===== config.mk =====
export PLATFORM = sky130hd
export DESIGN_NAME = rock_level_ctrl
export DESIGN_NICKNAME = d
export VERILOG_FILES = /design/src/rtl/rock_level_ctrl.sv
export SDC_FILE = /design/constraint.sdc
export NUM_CORES = 1
export LEC_CHECK = 0
export CAP_MARGIN = 20
export CORE_MARGIN = 2
export CORE_UTILIZATION = 55
export DETAILED_ROUTE_END_ITERATION = 8
export PLACE_DENSITY = 0.8
export SYNTH_ARGS = -nofsm -noshare
export SYNTH_HDL_FRONTEND = slang
export SYNTH_SLANG_ARGS = --single-unit

===== constraint.sdc =====
create_clock -name clk -period 1.84 [get_ports clk]
set_input_delay 0.276 -clock clk [delete_from_list [all_inputs] [get_ports clk]]
set_output_delay 0.276 -clock clk [all_outputs]
set_load 0.02 [all_outputs]

===== src/rtl/rock_level_ctrl.sv =====
// Rocking intensity controller: judges fixed observation windows of the
// stress-decrease flag and steps the motor level up, down or holds it.
module rock_level_ctrl #(
  parameter int WINDOW        = 16,
  parameter int GOOD_THRESH   = 4,
  parameter int SETTLE        = 8,
  parameter int CALM_WINDOWS  = 3,
  parameter int ALARM_WINDOWS = 2,
  parameter int MAX_LEVEL     = 7
) (
  input  logic       clk,
  input  logic       r,
  input  logic       en,
  input  logic       stress_laag,
  output logic [2:0] level,
  output logic       level_change,
  output logic       alarm
);

  localparam int SW = (SETTLE > 1) ? $clog2(SETTLE) : 1;
  localparam int WW = $clog2(WINDOW) + 1;
  localparam int GW = (CALM_WINDOWS > 1) ? $clog2(CALM_WINDOWS) : 1;
  localparam int BW = $clog2(ALARM_WINDOWS + 1);

  localparam logic [SW-1:0] SETTLE_LAST = SW'(SETTLE - 1);
  localparam logic [SW-1:0] S_ONE       = SW'(1);
  localparam logic [WW-1:0] WIN_LAST    = WW'(WINDOW - 1);
  localparam logic [WW-1:0] GOOD_T      = WW'(GOOD_THRESH);
  localparam logic [WW-1:0] W_ONE       = WW'(1);
  localparam logic [GW-1:0] CALM_LAST   = GW'(CALM_WINDOWS - 1);
  localparam logic [GW-1:0] G_ONE       = GW'(1);
  localparam logic [BW-1:0] ALARM_LAST  = BW'(ALARM_WINDOWS - 1);
  localparam logic [BW-1:0] ALARM_MAX   = BW'(ALARM_WINDOWS);
  localparam logic [BW-1:0] B_ONE       = BW'(1);
  localparam logic [2:0]    MAX_LVL     = 3'(MAX_LEVEL);

  typedef enum logic [1:0] {
    S_IDLE   = 2'd0,
    S_SETTLE = 2'd1,
    S_WINDOW = 2'd2,
    S_DECIDE = 2'd3
  } state_t;

  state_t        state_q, state_d;
  logic [2:0]    level_q, level_d;
  logic          level_change_q, level_change_d;
  logic          alarm_q, alarm_d;
  logic [SW-1:0] settle_q, settle_d;
  logic [WW-1:0] win_q, win_d;
  logic [WW-1:0] hits_q, hits_d;
  logic [GW-1:0] good_q, good_d;
  logic [BW-1:0] bad_q, bad_d;

  // Next-state and output decode; disable overrides every state.
  always_comb begin
    state_d        = state_q;
    level_d        = level_q;
    level_change_d = 1'b0;
    alarm_d        = alarm_q;
    settle_d       = settle_q;
    win_d          = win_q;
    hits_d         = hits_q;
    good_d         = good_q;
    bad_d          = bad_q;
    if (!en) begin
      state_d        = S_IDLE;
      level_d        = 3'd0;
      level_change_d = (level_q != 3'd0);
      alarm_d        = 1'b0;
      settle_d       = '0;
      win_d          = '0;
      hits_d         = '0;
      good_d         = '0;
      bad_d          = '0;
    end else begin
      case (state_q)
        S_IDLE: begin
          level_d        = 3'd1;
          level_change_d = 1'b1;
          settle_d       = '0;
          state_d        = S_SETTLE;
        end
        S_SETTLE: begin
          if (settle_q == SETTLE_LAST) begin
            state_d = S_WINDOW;
            win_d   = '0;
            hits_d  = '0;
          end else begin
            settle_d = settle_q + S_ONE;
          end
        end
        S_WINDOW: begin
          hits_d = hits_q + {{(WW-1){1'b0}}, stress_laag};
          if (win_q == WIN_LAST) begin
            state_d = S_DECIDE;
          end else begin
            win_d = win_q + W_ONE;
          end
        end
        S_DECIDE: begin
          win_d    = '0;
          hits_d   = '0;
          settle_d = '0;
          if (hits_q >= GOOD_T) begin
            bad_d   = '0;
            alarm_d = 1'b0;
            if ((good_q == CALM_LAST) && (level_q > 3'd1)) begin
              level_d        = level_q - 3'd1;
              level_change_d = 1'b1;
              good_d         = '0;
              state_d        = S_SETTLE;
            end else begin
              // At level 1 the calm streak holds at its ceiling instead of wrapping.
              if (good_q == CALM_LAST) begin
                good_d = good_q;
              end else begin
                good_d = good_q + G_ONE;
              end
              state_d = S_WINDOW;
            end
          end else begin
            good_d = '0;
            if (level_q < MAX_LVL) begin
              level_d        = level_q + 3'd1;
              level_change_d = 1'b1;
              bad_d          = '0;
              state_d        = S_SETTLE;
            end else begin
              if (bad_q == ALARM_MAX) begin
                bad_d = bad_q;
              end else begin
                bad_d = bad_q + B_ONE;
              end
              if (bad_q >= ALARM_LAST) begin
                alarm_d = 1'b1;
              end else begin
                alarm_d = alarm_q;
              end
              state_d = S_WINDOW;
            end
          end
        end
        default: begin
          state_d = S_IDLE;
          level_d = 3'd0;
        end
      endcase
    end
  end

  // State and output registers with synchronous reset.
  always_ff @(posedge clk) begin
    if (r) begin
      state_q        <= S_IDLE;
      level_q        <= 3'd0;
      level_change_q <= 1'b0;
      alarm_q        <= 1'b0;
      settle_q       <= '0;
      win_q          <= '0;
      hits_q         <= '0;
      good_q         <= '0;
      bad_q          <= '0;
    end else begin
      state_q        <= state_d;
      level_q        <= level_d;
      level_change_q <= level_change_d;
      alarm_q        <= alarm_d;
      settle_q       <= settle_d;
      win_q          <= win_d;
      hits_q         <= hits_d;
      good_q         <= good_d;
      bad_q          <= bad_d;
    end
  end

  assign level        = level_q;
  assign level_change = level_change_q;
  assign alarm        = alarm_q;

endmodule


==> results of run 1 <==
==> worst max path at each step <==
stage,slack [ns],from,depth (start not counted),endpoint
after floorplan,0.21,level[1],6,level[1]
after global placement,0.13,stress_laag,7,hits_q[4]
after detailed placement,0.05,stress_laag,7,hits_q[4]
after CTS,0.09,win_q[0],7,win_q[3]
after global routing,0.003,state_q[1],7,hits_q[4]
final,0.09,state_q[0],5,level[2]
==> cell type report <==
type	instances	area [sq um]	share of cell area [%]
multi-input combinational	125	897	53.5
sequential	24	480	28.7
timing repair buffer	18	155	9.26
inverter	14	52.6	3.14
tap	30	37.5	2.24
clock inverter	1	30.0	1.79
clock buffer	3	22.5	1.34
==> layer usage <==
metal / up-vias / wire length, microns
met1: 594 / 1280
met3: 6 / 53
met2: 16 / 1580
li1: 631 / -
met5: - / 0
met4: 0 / 59
==> what timing repair did <==
item / in CTS / in global routing
setup endpoints to repair: 0 / 3
hold buffers: 0 / 0
gates resized for setup: 0 / 5
==> flip-flops by register name, summed over array words and instances, names as in the netlist <==
signal,count
alarm,1
bad_q,2
good_q,2
hits_q,5
level,3
level_change,1
settle_q,3
state_q,2
win_q,5
==> power groups by stage <==
stage / Combinational [mW] / Sequential (mW) / Clock [mW]
final: 0.132 / 0.534 / 0.386
after global routing: 0.148 / 0.535 / 0.400
after CTS: 0.129 / 0.534 / 0.392
after detailed placement: 0.126 / 0.546 / 0
after global placement: 0.122 / 0.544 / 0
after floorplan: 0.0761 / 0.548 / 0
==> cell families (layout without fill, tap and decap cells) <==
kind of cell	after synthesis	count (layout)
simple gates	58	58
compound gates	41	41
flops	24	24
buf+inv	20	36
fa+ha+maj	18	18
xor+xnor	6	6
mux	2	2
==> layout by cell type, fill, tap and decap left out, types with 4 or more instances in the layout <==
master	Yosys	final
nor2_1	15	15
nand3_1	5	5
nand2_1	8	8
clkdlybuf4s50_1	0	8
inv_1	14	14
xnor2_1	6	6
buf_4	0	10
a21oi_1	10	10
ha_1	18	18
nor3_1	7	7
nor2b_1	5	5
o21ai_0	10	10
dfxtp_1	24	24
o31ai_1	4	4
==> tightest hold or removal path: cells and delay by family, from the launching register on <==
kind,cells,cell delay [ns]
flip-flops,1,0.35
AND/OR/NAND/NOR,1,0.05
AO/OA/AOI/OAI,1,0.05
==> impl_metrics.json, run 1 <==
{
  "cts_max_level": 1,
  "rsz0062_at_grt": "false",
  "io_buffers": 8,
  "drtIter0Drc": 22,
  "synth_flop_cell": "dfxtp_1",
  "root_buffer": "clkbuf_4",
  "synth_mux_area_share_pct": 2.08,
  "hold_path_class": "reg -> reg",
  "dpl.cell_count": 211,
  "total_power_mw": 1.05,
  "globalRouteOverflowTotal": 0,
  "critPathKind": "reg -> reg",
  "final.setup.tns_ns": 0,
  "holdPathStages": 2,
  "area_growth_pct": 16.2,
  "final_cells": 215,
  "critPathLaunchType": "flop",
  "dr.pass1.iters": 4,
  "grt_pass1_vias": 1174,
  "power_switching_share_pct": 23.8,
  "top_usage_layer": "met2",
  "drcViolationCount": 0,
  "synth_most_common_cell": "dfxtp_1",
  "drtAntennaViolNets": 0,
  "grt_util_met1_pct": 23.7,
  "synthDistinctLibCells": 37,
  "maxCapViolCount": 0,
  "finish.utilization_pct": 67.6,
  "nets": 208,
  "p_seq_share_pct": 50.8,
  "clk_latency_ns": 0.32,
  "synth_top_family_by_area": "simple AND/OR/NAND/NOR gates",
  "fin_crit_sh_pct": 95.0,
  "irDropWorstVdd_uv": 520,
  "final_layout_size_suffix_gt1_share_pct": 13.5,
  "grt.total_usage_pct": 22.3,
  "hold_ws_ns": 0.475,
  "cts_buffers": 3,
  "syn_inst": 169,
  "p_int_mw": 0.802,
  "dp_hpwl_microns": 2170,
  "cpPeakStageDelay_ns": 0.43,
  "maxSlewHeadroom_pct": 67.2,
  "crit_fanout": 9,
  "synthTopCellsByArea": "dfxtp_1, ha_1, nor2_1, inv_1, xnor2_1",
  "routed_via_density": 5.80,
  "coreArea_sq_mm": 0.00248,
  "worst_ep_required_time_ns": 2.07,
  "critPathSlowestCell": "dfxtp_1",
  "syn_nets": 191,
  "worst_slack_ns": 0.0926,
  "clock_power_share_pct": 36.7,
  "synthAdderAreaFrac_pct": 15.6,
  "hold_viol_final": 0,
  "ios": 9,
  "switchingPower_mw": 0.250,
  "status": "complete, no violations",
  "clk_pin_slew_ns": 0.14,
  "wirelength_microns": 2970,
  "synth_seq_cells": 24,
  "seq_area_frac_synth_pct": 33.3,
  "worst_slew_pin_slew_ns": 0.487,
  "routedWlPerCell_microns": 13.8,
  "syn_area_sq_mm": 0.00144,
  "critical_path.top_delay_family": "compound AO/OA/AOI/OAI gates",
  "clock_path_buffers": 2,
  "power.leakage_nw": 0.644,
  "cp_cell_sequence": "ha_1 > o31ai_1 > a31o_2 > nand3_2 > mux2_4",
  "end_kind": "flop",
  "synth-simple-area-share_pct": 20.9,
  "r2r_end": "level[2]",
  "timing.fmax_mhz": 572,
  "worstPathArrival_ns": 1.98,
  "antenna_found_initial": 0,
  "use_met2_pct": 44.8,
  "fin_worst_skew_ns": 0.00680,
  "synth-xor-area-share_pct": 3.65,
  "synth-compound-area-share_pct": 18.5,
  "grt_pass1_wl_microns": 4890,
  "nFillCells": 211,
  "dieArea_sq_mm": 0.00305,
  "die_h_microns": 55.2,
  "fin_area_sq_mm": 0.00168,
  "avgSynthCellArea_sq_um": 8.53,
  "cts_setup_buffers": 0,
  "critical_path_buf_inv_count": 0,
  "reg2reg_from": "state_q[0]",
  "diodes": 0,
  "synth_top_area_cell": "dfxtp_1",
  "postSynth.asyncResetShare_pct": 0,
  "min_from": "settle_q[0]",
  "reg2regPathDepth": 5,
  "period_needed_ns": 1.75,
  "pre_cts_slack_ns": 0.0483,
  "p_per_area_mw_per_mm2": 628,
  "yosys-top-cells-count": "dfxtp_1, ha_1, nor2_1",
  "synth_edf_count": 0,
  "initial_core_util_pct": 58.2,
  "grt_max_degree": 17,
  "synth_warnings": 0,
  "p_comb_share_pct": 12.6,
  "hold_end": "settle_q[0]",
  "cts_tree": "yes",
  "met3_usage_pct": 2.42,
  "cts_sinks": 24,
  "die_w_microns": 55.2,
  "globalplace.congestion": 0.825,
  "slew_violations": 0,
  "dpl_cell_area_sq_mm": 0.00160,
  "synth_top_area_share_pct": 33.3,
  "row_count": 18,
  "finalSetupViolCount": 0,
  "r2r_slack_ns": 0.09,
  "vias": 1247
}
No activity file was read; power rests on OpenSTA's default activity.
==> inputs of run 2 (changes only) <==
- CORE_UTILIZATION: 55 -> 35
- PLACE_DENSITY: 0.8 -> 0.57
- TNS_END_PERCENT: unset -> 5
==> impl_metrics.json, run 2 (synthesis gave the netlist of run 1 again) <==
{
  "crit_fanout": 7,
  "reg2reg_from": "win_q[0]",
  "final_layout_size_suffix_gt1_share_pct": 13.0,
  "period_needed_ns": 1.72,
  "critPathKind": "reg -> reg",
  "cts_setup_buffers": 0,
  "grt_pass1_wl_microns": 5200,
  "slew_violations": 0,
  "grt.total_usage_pct": 14.9,
  "antenna_found_initial": 0,
  "clk_pin_slew_ns": 0.09,
  "hold_viol_final": 0,
  "grt_max_degree": 17,
  "fin_crit_sh_pct": 93.7,
  "critPathSlowestCell": "dfxtp_1",
  "critical_path_buf_inv_count": 0,
  "status": "complete, no violations",
  "pre_cts_slack_ns": 0.0352,
  "cp_cell_sequence": "ha_1 > and3_1 > ha_1 > nand2b_1 > a21o_1 > a22oi_1 > nor2_1",
  "cts_max_level": 1,
  "regArea_sq_um": 480,
  "io_buffers": 8,
  "wl_met2_microns": 1640,
  "top_regs": "hits_q x5, win_q x5",
  "wirelength_microns": 3050,
  "cts_sinks": 24,
  "cp-startpoint": "win_q[0]",
  "rsz0062_at_grt": "true",
  "maxCapViolCount": 0,
  "worst_slew_pin_slew_ns": 0.393,
  "end_kind": "flop",
  "area_growth_pct": 17.8,
  "final_cell_mix": "dfxtp_1, ha_1, nor2_1",
  "p_per_area_mw_per_mm2": 570,
  "globalRouteOverflowTotal": 0,
  "dr.pass1.iters": 4,
  "top_layer_used": "met4",
  "vias": 1224,
  "drtIter0Drc": 35,
  "fin_worst_skew_ns": 0.00901,
  "hold_ws_ns": 0.467,
  "m1WireLength_microns": 1330,
  "cpPeakStageDelay_ns": 0.34,
  "final_common_cell": "dfxtp_1",
  "die_h_microns": 68.2,
  "total_power_mw": 0.967,
  "ios": 9,
  "multi_input_area_sq_um": 898,
  "initial_core_util_pct": 36.3,
  "routedWlPerCell_microns": 13.0,
  "dieArea_sq_mm": 0.00465,
  "path_common_cell": "ha_1",
  "routed_via_density": 5.21,
  "nFillCells": 387,
  "clk_latency_ns": 0.26,
  "nets": 209,
  "finalSetupViolCount": 0,
  "power.leakage_nw": 0.640,
  "timing.fmax_mhz": 580,
  "cts_buffers": 3,
  "worstPathArrival_ns": 1.88,
  "critical_path.top_delay_family": "simple AND/OR/NAND/NOR gates",
  "min_from": "bad_q[0]",
  "worst_slack_ns": 0.116,
  "grt_pass1_vias": 1161,
  "root_buffer": "clkbuf_8",
  "maxSlewHeadroom_pct": 73.6,
  "irDropWorstVdd_uv": 513,
  "diodes": 0,
  "wl_met3_microns": 48,
  "drcViolationCount": 0,
  "coreArea_sq_mm": 0.00397,
  "cts_tree": "yes",
  "critPathLaunchType": "flop",
  "finish.utilization_pct": 42.8,
  "worst_ep_required_time_ns": 1.99,
  "drtAntennaViolNets": 0,
  "clock_path_buffers": 2,
  "row_count": 23,
  "dp_hpwl_microns": 2300,
  "hold_path_class": "reg -> reg",
  "globalplace.congestion": 0.802,
  "die_w_microns": 68.2
}
[run 2: cell types whose count changed in the layout (fill, tap and decap cells not counted), sizes merged]
cell,previous run,this run
bufinv,1,0
buf,10,11
[run 2: worst register-to-register path, cell delays in order, from the launching register on]
cell      delay, ns
dfxtp_1        0.34
ha_1           0.21
and3_1         0.18
ha_1           0.16
nand2b_1       0.26
a21o_1         0.23
a22oi_1        0.18
nor2_1         0.06
[run 2: path summary, 6_finish.rpt]
kind              end  slack (ns)  cells after the start
max          win_q[1]        0.12                      7
min          bad_q[0]        0.47                      2
max reg2reg  win_q[1]        0.12                      7
min reg2reg  bad_q[0]        0.47                      2
[run 2: where the power goes]
part	internal (mW)	leakage, nW	switching, mW	total, mW
combinational	0.0533	0.425	0.0767	0.130
clock	0.146	0.0216	0.158	0.305
sequential	0.526	0.194	0.00724	0.533
[run 2: area by class of cell]
type                    instances  area share (%)
multi-input cells             125            52.9
flip-flops and latches         24            28.3
repair buffers                 19            9.58
well taps                      50            3.68
inverters                      14            3.10
clock buffers                   3            2.43
[run 2: metrics by stage]
step,area [sq um],instances,TNS [ns]
after floorplan,1440,169,0
after global placement,1630,232,0
after detailed placement,1630,232,0
after CTS,1680,235,0
after global routing,1700,235,-0.106
final,1700,235,0
[run 2: what timing repair did]
| item | 4_1_cts | 5_1_grt |
|---|---|---|
| gates resized for setup | 0 | 4 |
| hold buffers | 0 | 0 |
| endpoints found under the setup margin | 0 | 4 |
[run 2: metal layers]
layer	global-route usage [%]	vias up
met3	3.45	2
met4	3.00	0
met1	17.7	580
met2	27.1	6
li1	-	636
met5	0	-
==> inputs of run 3 (changes only) <==
- ABC_AREA: unset -> 1
==> impl_metrics.json, run 3 <==
{
  "cts_sinks": 24,
  "switchingPower_mw": 0.277,
  "grt_max_degree": 15,
  "synth_flop_cell": "dfxtp_1",
  "diodes": 0,
  "critPathLaunchType": "flop",
  "final_cell_mix": "nand2_1, dfxtp_1, nor2_1",
  "syn_inst": 194,
  "p_comb_share_pct": 13.5,
  "critical_path.top_delay_family": "buffers and inverters",
  "wirelength_microns": 2730,
  "worstPathArrival_ns": 1.43,
  "final_layout_size_suffix_gt1_share_pct": 19.7,
  "grt.total_usage_pct": 12.0,
  "die_w_microns": 70.0,
  "die_h_microns": 70.0,
  "end_kind": "output pin",
  "globalRouteOverflowTotal": 0,
  "clk_pin_slew_ns": 0.08,
  "nFillCells": 456,
  "top_regs": "hits_q x5, win_q x5",
  "synth_edf_count": 0,
  "p_int_mw": 0.876,
  "power.leakage_nw": 0.667,
  "cts_max_level": 1,
  "cts_resized": 0,
  "globalplace.congestion": 0.773,
  "io_buffers": 8,
  "p_per_area_mw_per_mm2": 656,
  "synthAdderAreaFrac_pct": 14.8,
  "dp_hpwl_microns": 2130,
  "total_power_mw": 1.15,
  "dr.pass1.iters": 4,
  "clk_latency_ns": 0.27,
  "root_buffer": "clkbuf_8",
  "slew_violations": 0,
  "cpPeakStageDelay_ns": 0.67,
  "postSynth.asyncResetShare_pct": 0,
  "power_switching_share_pct": 24.0,
  "final_common_cell": "nand2_1",
  "routedWlPerCell_microns": 10.5,
  "coreArea_sq_mm": 0.00426,
  "clock_power_share_pct": 40.1,
  "worst_ep_required_time_ns": 1.56,
  "synthDistinctLibCells": 29,
  "nets": 231,
  "fin_crit_sh_pct": 93.0,
  "synth_top_family_by_area": "simple AND/OR/NAND/NOR gates",
  "irDropWorstVdd_uv": 446,
  "syn_nets": 216,
  "dpl_cell_area_sq_mm": 0.00169,
  "avgSynthCellArea_sq_um": 7.87,
  "synthTopCellsByArea": "dfxtp_1, ha_1, nand2_1, nor2_1, inv_1",
  "synth_top_area_cell": "dfxtp_1",
  "fin_area_sq_mm": 0.00176,
  "area_growth_pct": 15.2,
  "ios": 9,
  "routed_via_density": 4.58,
  "vias": 1191,
  "crit_fanout": 7,
  "multi_input_area_sq_um": 927,
  "rsz0062_at_grt": "false",
  "row_count": 24,
  "drcViolationCount": 0,
  "timing.fmax_mhz": 585,
  "dieArea_sq_mm": 0.00491,
  "drtIter0Drc": 84,
  "seq_area_frac_synth_pct": 31.5,
  "critPathSlowestCell": "clkdlybuf4s50_1",
  "grt_pass1_wl_microns": 4750,
  "antenna_found_initial": 0,
  "hold_path_class": "reg -> reg",
  "period_needed_ns": 1.71,
  "drtAntennaViolNets": 0,
  "fin_worst_skew_ns": 0.0137,
  "grt_pass1_vias": 1088,
  "cp_cell_sequence": "clkdlybuf4s50_1",
  "finalSetupViolCount": 0,
  "worst_slew_pin_slew_ns": 0.331,
  "maxSlewHeadroom_pct": 77.7,
  "synth_most_common_cell": "nand2_1",
  "critical_path_buf_inv_count": 1,
  "synth_warnings": 0,
  "synth_seq_cells": 24,
  "cts_buffers": 3,
  "cts_setup_buffers": 0,
  "critPathKind": "reg -> out",
  "r2r_slack_ns": 0.20,
  "synth_mux_area_share_pct": 0,
  "synth_top_area_share_pct": 31.5,
  "yosys-top-cells-count": "nand2_1, dfxtp_1, nor2_1",
  "synth-xor-area-share_pct": 2.30,
  "status": "complete, no violations",
  "synth-simple-area-share_pct": 31.2,
  "initial_core_util_pct": 35.8,
  "clock_path_buffers": 2,
  "hold_viol_final": 0,
  "synth-compound-area-share_pct": 12.5,
  "syn_area_sq_mm": 0.00153,
  "final.setup.tns_ns": 0,
  "p_seq_share_pct": 46.4,
  "regArea_sq_um": 480,
  "maxCapViolCount": 0,
  "cts_tree": "yes",
  "cts_hold_buf": 0
}
==> run 3: through the flow <==
step | util [%] | worst slack (ns) | instances | hold slack [ns]
after floorplan | - | 0.346 | 194 | 0.360
after global placement | 39.6 | 0.257 | 256 | 0.457
after detailed placement | 39.6 | 0.214 | 256 | 0.461
after CTS | 41.2 | 0.0976 | 260 | 0.475
after global routing | 41.2 | 0.0336 | 260 | 0.491
final | 41.2 | 0.130 | 260 | 0.468
==> run 3: kinds of logic (layout without fill, tap and decap cells) <==
kind of cell	Yosys count	count (layout)
buffers and inverters	29	43
adder cells (fa/ha/maj)	18	18
AO/OA/AOI/OAI	32	32
flip-flops	24	24
AND/OR/NAND/NOR	87	87
XOR/XNOR	4	4
==> run 3: routing by layer <==
layer | global-route usage (%) | vias to the layer above | routed length, microns
met3 | 3.61 | 2 | 64
met2 | 18.4 | 9 | 1200
met4 | 3.63 | 0 | 26
li1 | - | 655 | -
met1 | 16.1 | 525 | 1440
met5 | 0 | - | 0
==> run 3: power by group through the flow <==
stage                     combinational [mW]  sequential [mW]  clock, mW
after floorplan                        0.112            0.550          0
after global placement                 0.158            0.547          0
after detailed placement               0.157            0.546          0
after CTS                              0.158            0.534      0.481
after global routing                   0.178            0.535      0.503
final                                  0.156            0.534      0.462
==> run 3: worst paths after layout <==
path | from | endpoint | depth (start not counted)
max | level[2] | level[2] | 1
min | settle_q[0] | settle_q[0] | 2
max reg2reg | win_q[0] | win_q[3] | 11
min reg2reg | settle_q[0] | settle_q[0] | 2
==> run 3: area by class of cell <==
| class | count | area share [%] |
|---|---|---|
| clock buffers | 3 | 2.35 |
| clock inverters | 1 | 1.71 |
| inverters | 27 | 5.91 |
| multi-input cells | 141 | 52.7 |
| flip-flops and latches | 24 | 27.3 |
| well taps | 52 | 3.70 |
| repair buffers | 12 | 6.26 |
